===== src/rtl/seq_pattern_detector_if.sv =====
`default_nettype none
// ============================================================================
// Module      : seq_pattern_detector_if
// Description : Serial bit stream, configuration and match-status bundle for
//               the programmable serial pattern detector.
// Revision    : 1.0 - initial release
// ============================================================================
interface seq_pattern_detector_if #(
   parameter int MAX_LEN = 8,
   parameter int CNT_W   = 8,
   parameter int LEN_W   = $clog2(MAX_LEN + 1)
);
   logic               bit_valid;
   logic               bit_in;
   logic               cfg_load;
   logic [MAX_LEN-1:0] cfg_pattern;
   logic [LEN_W-1:0]   cfg_len;
   logic               cfg_overlap;
   logic               clr_count;
   logic               match;
   logic [CNT_W-1:0]   match_count;
   logic               count_sat;

   modport master (
      output bit_valid, bit_in, cfg_load, cfg_pattern, cfg_len, cfg_overlap, clr_count,
      input  match, match_count, count_sat
   );

   modport slave (
      input  bit_valid, bit_in, cfg_load, cfg_pattern, cfg_len, cfg_overlap, clr_count,
      output match, match_count, count_sat
   );
endinterface
`default_nettype wire


===== src/rtl/seq_pattern_detector.sv =====
`default_nettype none
// ============================================================================
// Module      : seq_pattern_detector
// Description : Runtime-programmable serial pattern detector with valid-qualified
//               input, overlap control and a saturating match counter.
// Revision    : 1.0 - initial release
// ============================================================================
module seq_pattern_detector #(
   parameter int MAX_LEN = 8,
   parameter int CNT_W   = 8,
   parameter int LEN_W   = $clog2(MAX_LEN + 1)
) (
   input  logic                 clk,
   input  logic                 rst,
   seq_pattern_detector_if.slave bus
);
   localparam logic [LEN_W-1:0] C_MAX_LEN  = LEN_W'(MAX_LEN);
   localparam logic [CNT_W-1:0] C_CNT_MAX  = '1;
   localparam logic [CNT_W-1:0] C_CNT_LAST = C_CNT_MAX - CNT_W'(1);

   // The oldest history bit shifts out before it could ever be compared, so
   // only MAX_LEN-1 bits are stored; the incoming bit completes the window.
   logic [MAX_LEN-2:0] hist_q, hist_d;
   logic [LEN_W-1:0]   fill_q, fill_d;
   logic [MAX_LEN-1:0] pat_q, pat_d;
   logic [LEN_W-1:0]   len_q, len_d;
   logic               ovl_q, ovl_d;
   logic               match_q, match_d;
   logic [CNT_W-1:0]   cnt_q, cnt_d;
   logic               sat_q, sat_d;

   logic [MAX_LEN-1:0] hist_n;
   logic [MAX_LEN-1:0] mask;
   logic [LEN_W-1:0]   fill_n;
   logic               hit;

   always_comb begin
      mask = '0;
      for (int i = 0; i < MAX_LEN; i++) begin
         mask[i] = (LEN_W'(i) < len_q);
      end
   end

   always_comb begin
      hist_n = {hist_q, bus.bit_in};
      fill_n = (fill_q == C_MAX_LEN) ? fill_q : fill_q + LEN_W'(1);
      hit    = bus.bit_valid && (len_q != '0) && (fill_n >= len_q) &&
               (((hist_n ^ pat_q) & mask) == '0);
   end

   always_comb begin
      hist_d  = hist_q;
      fill_d  = fill_q;
      pat_d   = pat_q;
      len_d   = len_q;
      ovl_d   = ovl_q;
      match_d = 1'b0;
      cnt_d   = cnt_q;
      sat_d   = sat_q;

      if (bus.cfg_load) begin
         pat_d  = bus.cfg_pattern;
         len_d  = (bus.cfg_len > C_MAX_LEN) ? C_MAX_LEN : bus.cfg_len;
         ovl_d  = bus.cfg_overlap;
         hist_d = '0;
         fill_d = '0;
         cnt_d  = '0;
         sat_d  = 1'b0;
      end else begin
         if (bus.bit_valid) begin
            hist_d = hist_n[MAX_LEN-2:0];
            fill_d = (hit && !ovl_q) ? '0 : fill_n;
         end
         if (hit) begin
            match_d = 1'b1;
         end
         if (bus.clr_count) begin
            cnt_d = '0;
            sat_d = 1'b0;
         end else if (hit && (cnt_q != C_CNT_MAX)) begin
            cnt_d = cnt_q + CNT_W'(1);
            sat_d = sat_q | (cnt_q == C_CNT_LAST);
         end
      end
   end

   always_ff @(posedge clk or posedge rst) begin
      if (rst) begin
         hist_q  <= '0;
         fill_q  <= '0;
         pat_q   <= '0;
         len_q   <= '0;
         ovl_q   <= 1'b1;
         match_q <= 1'b0;
         cnt_q   <= '0;
         sat_q   <= 1'b0;
      end else begin
         hist_q  <= hist_d;
         fill_q  <= fill_d;
         pat_q   <= pat_d;
         len_q   <= len_d;
         ovl_q   <= ovl_d;
         match_q <= match_d;
         cnt_q   <= cnt_d;
         sat_q   <= sat_d;
      end
   end

   assign bus.match       = match_q;
   assign bus.match_count = cnt_q;
   assign bus.count_sat   = sat_q;

endmodule
`default_nettype wire

===== src/flat_wrapper.sv =====
// flat-port wrapper written by rule: the top's interface ports become plain ports
module seq_pattern_detector_flat 
#(
   parameter int MAX_LEN = 8,
   parameter int CNT_W   = 8,
   parameter int LEN_W   = $clog2(MAX_LEN + 1)
)
  (clk, rst, bus_bit_valid, bus_bit_in, bus_cfg_load, bus_cfg_pattern, bus_cfg_len, bus_cfg_overlap, bus_clr_count, bus_match, bus_match_count, bus_count_sat);
  seq_pattern_detector_if #(.MAX_LEN(MAX_LEN), .CNT_W(CNT_W), .LEN_W(LEN_W)) bus_i ();
  input  logic clk;
  input  logic rst;
  input wire logic [$bits(bus_i.bit_valid)-1:0] bus_bit_valid;
  input wire logic [$bits(bus_i.bit_in)-1:0] bus_bit_in;
  input wire logic [$bits(bus_i.cfg_load)-1:0] bus_cfg_load;
  input wire logic [$bits(bus_i.cfg_pattern)-1:0] bus_cfg_pattern;
  input wire logic [$bits(bus_i.cfg_len)-1:0] bus_cfg_len;
  input wire logic [$bits(bus_i.cfg_overlap)-1:0] bus_cfg_overlap;
  input wire logic [$bits(bus_i.clr_count)-1:0] bus_clr_count;
  output wire logic [$bits(bus_i.match)-1:0] bus_match;
  output wire logic [$bits(bus_i.match_count)-1:0] bus_match_count;
  output wire logic [$bits(bus_i.count_sat)-1:0] bus_count_sat;
  assign bus_i.bit_valid = bus_bit_valid;
  assign bus_i.bit_in = bus_bit_in;
  assign bus_i.cfg_load = bus_cfg_load;
  assign bus_i.cfg_pattern = bus_cfg_pattern;
  assign bus_i.cfg_len = bus_cfg_len;
  assign bus_i.cfg_overlap = bus_cfg_overlap;
  assign bus_i.clr_count = bus_clr_count;
  assign bus_match = bus_i.match;
  assign bus_match_count = bus_i.match_count;
  assign bus_count_sat = bus_i.count_sat;
  seq_pattern_detector #(.MAX_LEN(MAX_LEN), .CNT_W(CNT_W), .LEN_W(LEN_W)) u_core (.clk(clk), .rst(rst), .bus(bus_i));
endmodule

===== config.mk =====
export PLATFORM = sky130hd
export DESIGN_NAME = seq_pattern_detector_flat
export DESIGN_NICKNAME = d
export VERILOG_FILES = /design/src/rtl/seq_pattern_detector_if.sv /design/src/rtl/seq_pattern_detector.sv /design/src/flat_wrapper.sv
export SDC_FILE = /design/constraint.sdc
export NUM_CORES = 1
export LEC_CHECK = 0
export CAP_MARGIN = 20
export CORE_ASPECT_RATIO = 0.5
export CORE_MARGIN = 8
export CORE_UTILIZATION = 25
export CTS_CLUSTER_DIAMETER = 150
export DETAILED_ROUTE_END_ITERATION = 7
export SLEW_MARGIN = 20
export SYNTH_ARGS = -nofsm -noshare
export SYNTH_HDL_FRONTEND = slang
export SYNTH_SLANG_ARGS = --single-unit

===== constraint.sdc =====
create_clock -name clk -period 2.25 [get_ports clk]
set_input_delay 0.3375 -clock clk [delete_from_list [all_inputs] [get_ports clk]]
set_output_delay 0.3375 -clock clk [all_outputs]
set_load 0.02 [all_outputs]

### Word level (Yosys, flattened, before mapping)

Cells that the tools add are included.

* flip-flop bits (word level): 34
* output and inout port bits: 10
* word-level logic and storage cells: 51

* add/subtract/negate cells: 2
* order comparisons: 10
* equal/unequal tests: 3
* multiplexer cells: 15
* bitwise operators: 3
* reduce and logical (&&, ||, !) cells: 10

Operator list (number)
* 8-bit two-way mux: 3
* 4-bit two-way mux: 5
* 3-bit by 4-bit < comparator with 1-bit output (first input constant): 4
* 7-bit two-way mux: 2
* 8-bit by 1-bit adder with 8-bit output (second input constant): 1
* 8-bit bitwise AND: 1
* 8-bit equality test (second input constant): 1
* 8-bit logical NOT: 1
* 1-bit by 4-bit < comparator with 1-bit output (first input constant): 2
* 2-bit by 4-bit < comparator with 1-bit output (first input constant): 2
* 8-bit inequality test (second input constant): 1
* 8-bit bitwise XOR: 1
* 1-bit logical AND: 5
* 1-bit two-way mux: 5
* 4-bit by 1-bit adder with 4-bit output (second input constant): 1
* 4-bit equality test (second input constant): 1
* 4-bit greater-or-equal comparator: 1
* 4-bit > comparator (second input constant): 1
* 4-bit nonzero test: 1
* 3-bit nonzero test: 1
* 2-bit nonzero test: 1
* 1-bit logical NOT: 1
* 1-bit OR: 1

### Depth between registers and ports, before layout

* depth in word-level cells: 9
* depth in mapped cells: 13
* depth with buffers taken out: 12

### Worst setup path before layout

OpenSTA, ideal clock, no wires.

* path kind: register -> register
* from: register u_core.fill_q[0]
* to: register u_core.cnt_q[6] (netlist: u_core.bus.match_count[6])
* library setup time: 78 ps
* arrival: 2275 ps
* required time: 2172 ps
* path slack: -102 ps
* stages on the path, launching flop included: 12
* path buffers: 0
* cell sequence: dfrtp_1 > inv_1 > ha_1 > nand2_1 > nor2_1 > xnor2_1 > ha_1 > o21ai_0 > a222oi_1 > nand3_1 > or4_1 > a21oi_1

* word-level cells in the longest chain between the ends: 7
* elaborated cells between the ends (all ways): 8
* classes of those cells: 1 x add/sub; 1 x order compare; 1 x eq/ne; 1 x mux; 4 x reduce/logical

Ends and longest elaborated chain
* start, declared: line seq_pattern_detector.sv:24 `logic [LEN_W-1:0] fill_q, fill_d;`
* start signal, assigned: line seq_pattern_detector.sv:99 `fill_q <= fill_d;`
* 4-bit by 1-bit adder with 4-bit output / 4-bit equality test (equally long branches): line seq_pattern_detector.sv:46 `fill_n = (fill_q == C_MAX_LEN) ? fill_q : fill_q + LEN_W'(1);`
* 4-bit two-way mux *: line seq_pattern_detector.sv:46
* 4-bit greater-or-equal comparator *: line seq_pattern_detector.sv:47 `hit = bus.bit_valid && (len_q != '0) && (fill_n >= len_q) &&`
* 1-bit logical AND * (2 in a row): line seq_pattern_detector.sv:47
* 1-bit logical AND *: line seq_pattern_detector.sv:80 `end else if (hit && (cnt_q != C_CNT_MAX)) begin`
* 3-bit nonzero test (no source line) *
* end signal, assigned: line seq_pattern_detector.sv:104 `cnt_q <= cnt_d;`
* end, declared: line seq_pattern_detector.sv:29 `logic [CNT_W-1:0] cnt_q, cnt_d;`

Mark *: on every way between the ends. The rest lies on a longest branch, timed or not.
A chain may end at the register's enable or synchronous reset.

### Final worst setup path

* from: register u_core.fill_q[0]
* to: register u_core.cnt_q[5] (netlist: u_core.bus.match_count[5])

Same word-level chain as after synthesis.

==> results.txt <==
Sink Count: 34
Total gr overflow: 0
Register area share after synthesis: 0.485
Drt via density: 4.59
FFs w/ async S/R, synth: 1.00
Core Footprint: 6750 um2
Maxcap violations: 0
Routed Antenna Nets: 0
H-tree depth: 2
Data arrival time of the worst path: 2.69 ns
# hold bufs at CTS: 0
Final Skew: 0.00632 ns
Area Growth Syn to Fin: 42.7%
DRC: 0
Total track usage: 0.0847
Nets@finish: 243
Worst Path Required: 2.46 ns
Antenna fix cells: 0
1st-iter DRT viols: 43
Initial antenna violation count: 0
Static leakage: 1.06 nW
Final Hold Viols: 0
GPL Wtd Cong: 0.866
CTS clock-pin slew for the worst setup and hold paths: 0.06 ns
Synthesized instance count: 171
Peak supply drop: 0.000401 V
Slew headroom: 0.704
Final Slew Violations: 0
Worst hold path class: primary input to async pin
PwrDens: 622 nW/um2
Vias: 1417
Placed Cells: 295
Final WS setup: -0.228 ns
Num ports: 29
Fin cells: 309
CTS Root Cell: clkbuf_16
Port Buffer Count: 28
WL final: 4110 um
Setup crit start kind: flip-flop
Worst Hold Slack: 0.458 ns
Cts bufs inserted: 5
Post-DP HPWL: 3010 um
Synthesized area: 1760 um2
Period minus WS final: 2.48 ns
Synthesized flop and latch total: 34
Crit Path Max Fanout: 5
Crit share post-route: 1.10
Failing checks: negative setup slack
Die ar.: 10100 um2
Fmax: 0.403 GHz
Reg2reg setup slack: -0.23 ns
Die height: 75.3 um
TritonCTS clock tree: done
Reg-to-Reg Start: u_core.fill_q[0]
First-pass GRT wire length: 6730 um
Number of flops mapped to enable cells by yosys: 0
RSZ-0062 raised after global routing: true
Reg2Reg Depth: 13
Primary FF master, synth: dfrtp_1
Vias in the first global route: 1478
Worst r2r dst: u_core.bus.match_count[5]
Crit Path Class: flip-flop to flip-flop
WL per Instance: 13.3 um
Rows: 21
Clk Latency, worst-skew pair: 0.28 ns
Yosys warning count: 0
Syn avg cell area: 10.3 um2
Worst-Margin Slew: 0.444 ns
Setup-failing EPs final: 13
Initial core utilization: 0.260
Die Wd: 135 um
Net count of the mapped netlist: 198
Largest net degree at the start of global routing: 35
Outcome: finished with violations
Share of cells above drive strength 1: 0.240
Post-synth cell types: 39
Longest Clk Path Bufs: 2
Critical Path End Type: flip-flop
First-pass iteration count of the detailed router: 5
placed cells by master (no fill, tap or decap), types with 4 or more instances in the layout:
| cell type | instances |
|---|---|
| a21oi_1 | 4 |
| buf_4 | 11 |
| buf_6 | 5 |
| clkbuf_16 | 5 |
| clkdlybuf4s50_1 | 28 |
| dfrtp_1 | 33 |
| ha_1 | 7 |
| inv_1 | 10 |
| mux2_2 | 9 |
| mux2i_1 | 7 |
| nand2_1 | 7 |
| nand3_1 | 7 |
| nor2_1 | 13 |
| o21ai_0 | 6 |
| o21ai_1 | 4 |
| xnor2_1 | 7 |
worst max-delay path by stage:
stage | from | endpoint | slack [ns] | depth (start not counted)
after floorplan | u_core.fill_q[0] | u_core.bus.match_count[6] | -0.08 | 11
after global placement | u_core.fill_q[1] | u_core.bus.match_count[6] | -0.25 | 12
after detailed placement | u_core.fill_q[0] | u_core.bus.match_count[6] | -0.32 | 12
after CTS | u_core.fill_q[0] | u_core.bus.match_count[2] | -0.29 | 14
after global routing | u_core.fill_q[1] | u_core.bus.match_count[5] | -0.42 | 13
final | u_core.fill_q[0] | u_core.bus.match_count[5] | -0.23 | 13
kinds of logic after synthesis:
kind of cell / share of synthesized area
compound gates: 0.123
simple gates: 0.143
flops: 0.485
mux: 0.0977
buf+inv: 0.0392
fa+ha+maj: 0.0570
xor+xnor: 0.0549
cell usage after synthesis (2+ instances only):
master | instances | area share
dfrtp_1 | 33 | 0.47
nor2_1 | 14 | 0.030
inv_1 | 12 | 0.026
xnor2_1 | 10 | 0.050
mux2_2 | 9 | 0.058
nand2_1 | 9 | 0.019
o21ai_0 | 9 | 0.026
ha_1 | 8 | 0.057
a21oi_1 | 7 | 0.020
mux2i_1 | 7 | 0.040
nand3_1 | 7 | 0.020
nor3_1 | 4 | 0.011
a32o_1 | 3 | 0.017
clkbuf_1 | 3 | 0.0064
nand4_1 | 3 | 0.011
o21a_1 | 3 | 0.013
or3_1 | 3 | 0.011
buf_1 | 2 | 0.0043
nor2b_1 | 2 | 0.0071
o22ai_1 | 2 | 0.0071
or2_1 | 2 | 0.0071
or4_1 | 2 | 0.0086
state kept, by name (all words and copies together), names as in the netlist:
signal,flops
u_core.bus.count_sat,1
u_core.fill_q,4
u_core.bus.match_count,8
u_core.len_q,4
u_core.hist_q,7
u_core.ovl_q,1
u_core.pat_q,8
u_core.bus.match,1
repair_timing:
item / in CTS / in global routing
setup endpoints to repair: 13 / 14
pin swaps: 19 / 12
resized for setup: 14 / 14
setup buffers: 6 / 0
cell type report:
| type | count | area, um2 |
|---|---|---|
| well taps | 92 | 115 |
| repair buffers | 44 | 419 |
| multi-input cells | 119 | 926 |
| flip-flops and latches | 34 | 852 |
| inverters | 12 | 45.0 |
| fillers | 648 | 4250 |
| clock inverters | 1 | 5.00 |
| clock buffers | 7 | 143 |
through the flow:
| stage | instance area (um2) | util | power (mW) | setup TNS, ns | worst slack, ns |
|---|---|---|---|---|---|
| 2_1_floorplan | 1760 | - | 0.786 | -0.271 | -0.0758 |
| 3_3_place_gp | 2200 | 0.326 | 0.858 | -1.73 | -0.245 |
| 3_5_place_dp | 2200 | 0.326 | 0.863 | -2.42 | -0.318 |
| 4_1_cts | 2450 | 0.362 | 1.58 | -2.77 | -0.288 |
| 5_1_grt | 2500 | 0.371 | 1.63 | -4.28 | -0.422 |
| 6_report | 2500 | 0.371 | 1.56 | -1.91 | -0.228 |
where the power goes:
part,internal [mW],switching (mW),total (mW)
Sequential,0.641,0.0250,0.666
Combinational,0.112,0.0916,0.204
Clock,0.438,0.249,0.688
Total,1.19,0.366,1.56
layer usage:
metal  GRT usage  vias up  wire length [um]
met2       0.154       16              2140
met5           0        -                 0
met4      0.0481        0                87
li1            -      695                 -
met1      0.0927      700              1810
met3      0.0180        6                71
critical path, stage by stage (launching register included):
cell      delay [ns]
dfrtp_1         0.39
inv_2           0.07
ha_4            0.16
nand2_4         0.07
nor2_4          0.04
xnor2_2         0.14
ha_1            0.28
o21ai_1         0.05
a222oi_1        0.37
nand3_1         0.14
buf_6           0.16
buf_6           0.11
or3_4           0.32
a21oi_2         0.13
Note: power is estimated with default switching activity, not from simulation.
